==> config.mk <==
export PLATFORM = sky130hd
export DESIGN_NAME = segre_mem_arbiter
export DESIGN_NICKNAME = d
export VERILOG_FILES = /design/src/rtl/segre_mem_arbiter.sv
export SDC_FILE = /design/constraint.sdc
export NUM_CORES = 1
export LEC_CHECK = 0
export BUFFER_PORTS_ARGS = -buffer_cell sky130_fd_sc_hd__buf_2
export CAP_MARGIN = 20
export CORE_UTILIZATION = 35
export DETAILED_ROUTE_END_ITERATION = 12
export PLACE_DENSITY = 0.71
export SETUP_SLACK_MARGIN = 0.02
export SYNTH_ARGS = -nofsm -noshare
export SYNTH_HDL_FRONTEND = slang
export SYNTH_SLANG_ARGS = --single-unit
==> constraint.sdc <==
create_clock -name clk_i -period 2.9 [get_ports clk_i]
set_clock_uncertainty 0.2 [all_clocks]
set_input_delay 0.145 -clock clk_i [delete_from_list [all_inputs] [get_ports clk_i]]
set_output_delay 0.145 -clock clk_i [all_outputs]
set_load 0.03 [all_outputs]
==> src/rtl/segre_mem_arbiter.sv <==
// ---------------------------------------------------------------------------
// segre_mem_arbiter
//
// Shares the single memory port between the instruction-fetch requester and
// the data (load/store) requester. A grant is given only from IDLE. It
// latches the winner's address, write enable, write data and byte enables.
// The latched values drive the memory port until mem_ready_i arrives. At that
// point the winner gets a one-cycle ready pulse. When both requesters ask at
// once, the grant alternates between them.
//
// Ports:
//   clk_i, rst_i        clock, synchronous active-high reset
//   if_req_i/addr_i     fetch request (held until if_ready_o)
//   if_ready_o/rdata_o  fetch completion pulse and returned word
//   d_req_i/we_i/addr_i/wdata_i/be_i  data request (held until d_ready_o)
//   d_ready_o/rdata_o   data completion pulse and load data
//   mem_rd_o/wr_o       memory read / write strobes
//   mem_addr_o/wdata_o/be_o  latched transaction fields
//   mem_rdata_i/ready_i memory read data and completion
// ---------------------------------------------------------------------------
module segre_mem_arbiter #(
    parameter int ADDR_SIZE = 32,
    parameter int WORD_SIZE = 32
) (
    input  logic                   clk_i,
    input  logic                   rst_i,
    input  logic                   if_req_i,
    input  logic [ADDR_SIZE-1:0]   if_addr_i,
    output logic                   if_ready_o,
    output logic [WORD_SIZE-1:0]   if_rdata_o,
    input  logic                   d_req_i,
    input  logic                   d_we_i,
    input  logic [ADDR_SIZE-1:0]   d_addr_i,
    input  logic [WORD_SIZE-1:0]   d_wdata_i,
    input  logic [WORD_SIZE/8-1:0] d_be_i,
    output logic                   d_ready_o,
    output logic [WORD_SIZE-1:0]   d_rdata_o,
    output logic                   mem_rd_o,
    output logic                   mem_wr_o,
    output logic [ADDR_SIZE-1:0]   mem_addr_o,
    output logic [WORD_SIZE-1:0]   mem_wdata_o,
    output logic [WORD_SIZE/8-1:0] mem_be_o,
    input  logic [WORD_SIZE-1:0]   mem_rdata_i,
    input  logic                   mem_ready_i
);

    localparam int BE_SIZE = WORD_SIZE / 8;

    typedef enum logic [1:0] {
        IDLE    = 2'd0,
        BUSY_IF = 2'd1,
        BUSY_D  = 2'd2
    } state_e;

    state_e                 state_r;
    state_e                 state_next_s;
    logic                   last_d_r;
    logic                   grant_if_s;
    logic                   grant_d_s;
    logic                   we_r;
    logic [ADDR_SIZE-1:0]   addr_r;
    logic [WORD_SIZE-1:0]   wdata_r;
    logic [BE_SIZE-1:0]     be_r;

    // Next-state and grant decision; requests are only looked at in IDLE.
    always_comb begin
        state_next_s = state_r;
        grant_if_s   = 1'b0;
        grant_d_s    = 1'b0;
        case (state_r)
            IDLE: begin
                if (if_req_i && d_req_i) begin
                    // Tie: whoever did not win last time gets the port.
                    if (last_d_r) begin
                        state_next_s = BUSY_IF;
                        grant_if_s   = 1'b1;
                    end else begin
                        state_next_s = BUSY_D;
                        grant_d_s    = 1'b1;
                    end
                end else if (if_req_i) begin
                    state_next_s = BUSY_IF;
                    grant_if_s   = 1'b1;
                end else if (d_req_i) begin
                    state_next_s = BUSY_D;
                    grant_d_s    = 1'b1;
                end else begin
                    state_next_s = IDLE;
                end
            end
            BUSY_IF, BUSY_D: begin
                if (mem_ready_i) begin
                    state_next_s = IDLE;
                end else begin
                    state_next_s = state_r;
                end
            end
            default: begin
                state_next_s = IDLE;
            end
        endcase
    end

    // State, fairness bit and latched transaction fields.
    always_ff @(posedge clk_i) begin
        if (rst_i) begin
            state_r  <= IDLE;
            last_d_r <= 1'b0;
            we_r     <= 1'b0;
            addr_r   <= {ADDR_SIZE{1'b0}};
            wdata_r  <= {WORD_SIZE{1'b0}};
            be_r     <= {BE_SIZE{1'b0}};
        end else begin
            state_r <= state_next_s;
            if (grant_if_s) begin
                // Fetches are full-word reads; write data is left untouched.
                last_d_r <= 1'b0;
                we_r     <= 1'b0;
                addr_r   <= if_addr_i;
                be_r     <= {BE_SIZE{1'b1}};
            end else if (grant_d_s) begin
                last_d_r <= 1'b1;
                we_r     <= d_we_i;
                addr_r   <= d_addr_i;
                wdata_r  <= d_wdata_i;
                be_r     <= d_be_i;
            end else begin
                last_d_r <= last_d_r;
            end
        end
    end

    // Strobes and completion pulses; reset suppresses a coincident ready.
    always_comb begin
        mem_rd_o   = 1'b0;
        mem_wr_o   = 1'b0;
        if_ready_o = 1'b0;
        d_ready_o  = 1'b0;
        case (state_r)
            IDLE: begin
                mem_rd_o = 1'b0;
            end
            BUSY_IF: begin
                mem_rd_o   = 1'b1;
                if_ready_o = mem_ready_i & ~rst_i;
            end
            BUSY_D: begin
                mem_rd_o  = ~we_r;
                mem_wr_o  = we_r;
                d_ready_o = mem_ready_i & ~rst_i;
            end
            default: begin
                mem_rd_o = 1'b0;
            end
        endcase
    end

    assign mem_addr_o  = addr_r;
    assign mem_wdata_o = wdata_r;
    assign mem_be_o    = be_r;
    assign if_rdata_o  = mem_rdata_i;
    assign d_rdata_o   = mem_rdata_i;

endmodule

==> out/metrics.yaml <==
detailed_routing:
  top_layer_used: "met4"
  drt_iter0_markers: 209
  wl_met2_um: 6319
  routed_via_density: 5.197
  vias: 4069
  totalWireLength_um: 12620
  drtAntennaViolNets: 0
  firstDrtPassIters: 5
  wl_met1_um: 4936
  dr_wl_met3_um: 815
  drc_errors: 0
  routedWlPerCell_um: 16.11
yosys:
  syn_area_um2: 3914
  ys_seq_area_share_pct: 36.83
  avgSynthCellArea_um2: 8.775
  yosysWarningCount: 0
  postSynthCellCount: 446
  yosysUniqueCellTypes: 28
  ys_ff_latch: 72
  synth_nets: 588
power_and_ir_drop:
  power_mw: 2.936
  p_leak_nw: 2.448
  irDropWorstVdd_v: 0.0002219
  power_density_nw_per_um2: 526.1
worst_setup_path:
  worst_setup_path_start_kind: "register"
  worstSetupPathType: "register to register"
  r2r_start: "state_r[0]"
  reg2reg_slack_ns: 0.31
  r2r_cells: 6
  cp_data_required_time_ns: 3.00
  crit_fanout: 32
  reg2reg_to: "mem_addr_o[3]"
  cp_data_arrival_time_ns: 2.69
  crit_path_end_kind: "register"
timing:
  setup_violations: 0
  drv_slew: 0
  max_slew_margin_pct: 26.48
  rsz0062_at_grt: "no"
  finalSetupTns_ns: 0
  fmax_ghz: 0.3854
  tightest_slew_ns: 1.100
  fin_crit_sh_pct: 89.47
  setup_slack_ns: 0.3054
  finalHoldViolations: 0
  layout_min_cycle_time_ns: 2.595
floorplan:
  start_util_pct: 35.95
  design.core.area_um2: 10890
  rows: 38
  die_h_um: 107.7
  die-area_um2: 11610
  io_pins: 274
  die_x_um: 107.7
clock_tree:
  numCtsBuffers: 9
  clk_pin_slew_worst_paths_ns: 0.08
  cts_tree: "done"
  cts.sink_count: 72
  clock_latency_ns: 0.35
  htree_levels: 3
  root_buffer: "clkbuf_8"
  cts_buffer_depth: 2
placement:
  dp_slack_ns: 0.4880
  place_area_um2: 4373
  hpwl_um: 7377
  dp_cells: 665
  port_buffers: 177
  place_congestion: 0.7356
hold_path:
  hold_class: "input pin to output port"
  hold_end: "d_rdata_o[19]"
  min_from: "mem_rdata_i[19]"
  min_path_cells: 0
grt:
  grt_max_degree: 54
  grt_util_all_layers_pct: 21.52
  grt_overflow: 0
  grt_antenna_before_repair: 0
  grt_pass1_wl_um: 19530
  grt_pass1_vias: 4171
layout:
  final_area_um2: 5580
  diodes: 0
  stdcell_count: 783
  drive_above_1_share_pct: 37.01
  area_delta_synth_final_pct: 42.58
  layout.nets: 780
  n_fill_cell: 980
flow_run:
  cap_violations: 0
outcome:
  status: "finished clean"
-- placed cells by master, fill, tap and decap left out, drive strengths merged, types with 4 or more instances in the layout --
| cell type | instances |
|---|---|
| nand2 | 5 |
| dfxtp | 72 |
| nor3 | 32 |
| buf | 188 |
| o32ai | 4 |
| ha | 4 |
| nand3 | 33 |
| o21bai | 32 |
| dlygate4sd3 | 102 |
| nor2 | 7 |
| nor3b | 32 |
| o21ai | 33 |
| a21oi | 34 |
| clkbuf | 9 |
| inv | 6 |
| a211oi | 33 |
-- registers in the layout (all words and copies together) (netlist names) --
| name | count |
|---|---|
| mem_addr_o | 32 |
| mem_be_o | 4 |
| we_r | 1 |
| last_d_r | 1 |
| state_r | 2 |
| mem_wdata_o | 32 |
-- critical path: stages (launching register included) --
cell,delay [ns]
dfxtp_1,0.34
inv_1,0.11
ha_1,0.46
nand2_2,0.10
or2_4,0.46
a211oi_1,0.28
dlygate4sd3_1,0.58
-- area by class of cell --
cell class / count / area, µm² / area share (%)
Timing Repair Buffer: 290 / 1989 / 35.65
Multi-Input combinational cell: 263 / 1783 / 31.95
Sequential cell: 72 / 1441 / 25.83
Tap cell: 140 / 175.2 / 3.139
Clock buffer: 9 / 123.9 / 2.220
Clock inverter: 7 / 60.06 / 1.076
Inverter: 2 / 7.507 / 0.1345
-- cell families (layout without fill, tap and decap cells) --
kind of cell               after synthesis  count (layout)  share of synthesized area [%]
AOI/OAI and AO/OA                      138             138                          26.15
and+or+nand+nor                        120             120                          17.55
buffers and inverters                  111             308                          17.93
DFF                                     72              72                          36.83
adders and majority gates                4               4                          1.279
muxes                                    1               1                         0.2558
-- metal layers --
metal  global-route usage [%]  vias up
li1                         -     1916
met1                    23.99     1878
met2                    37.91      210
met3                    4.419       65
met4                    12.04        0
met5                        0        -
-- power by group --
group | internal, mW | total [mW] | switching, mW | leakage [nW]
Combinational | 0.430 | 1.02 | 0.589 | 1.77
Clock | 0.325 | 0.764 | 0.438 | 0.0848
Sequential | 1.10 | 1.15 | 0.0582 | 0.595
-- worst max path at each step --
stage | startpoint | to | cells past startpoint
2_1_floorplan | state_r[0] | mem_addr_o[0] | 8
3_3_place_gp | state_r[0] | state_r[1] | 5
3_5_place_dp | state_r[0] | mem_wdata_o[27] | 6
4_1_cts | state_r[0] | mem_addr_o[3] | 6
5_1_grt | state_r[0] | mem_addr_o[17] | 6
6_report | state_r[0] | mem_addr_o[3] | 6
-- per-stage QoR --
stage | utilization (%) | hold slack, ns
6_report | 51.25 | 0.09002
5_1_grt | 51.25 | 0.09007
4_1_cts | 51.23 | 0.09030
3_5_place_dp | 40.16 | 0.09030
3_3_place_gp | 40.16 | 0.09030
2_1_floorplan | - | 0.09270
-- cell usage after synthesis --
master / n / area, µm²
buf_4: 64 / 480.5
o21bai_1: 32 / 240.2
ha_1: 4 / 50.05
nor2b_1: 3 / 18.77
o32ai_1: 4 / 35.03
o21ai_0: 9 / 45.04
nor3b_1: 32 / 240.2
nand2_2: 1 / 6.260
o21a_1: 2 / 15.01
or3_1: 2 / 12.51
and2_1: 3 / 18.77
buf_1: 1 / 3.750
a211oi_2: 30 / 375.4
clkbuf_1: 23 / 86.33
nand3_1: 33 / 165.2
a211oi_1: 3 / 22.52
buf_2: 18 / 90.09
dfxtp_1: 72 / 1441
mux2i_1: 1 / 10.01
nand2_1: 4 / 15.01
o21ai_1: 24 / 120.1
a21oi_1: 34 / 170.2
buf_6: 3 / 33.78
and3b_1: 2 / 17.52
inv_1: 2 / 7.510
or2_1: 1 / 6.260
nor2_1: 7 / 26.28
nor3_1: 32 / 160.2
-- what timing repair did --
item | in CTS | in global routing
setup endpoints to repair | 0 | 32
endpoints found under the hold margin | 71 | 0
gates resized for setup | 0 | 1
hold buffers | 102 | 0
buffers inserted | 0 | 0
No activity file was read; power rests on OpenSTA's default activity.
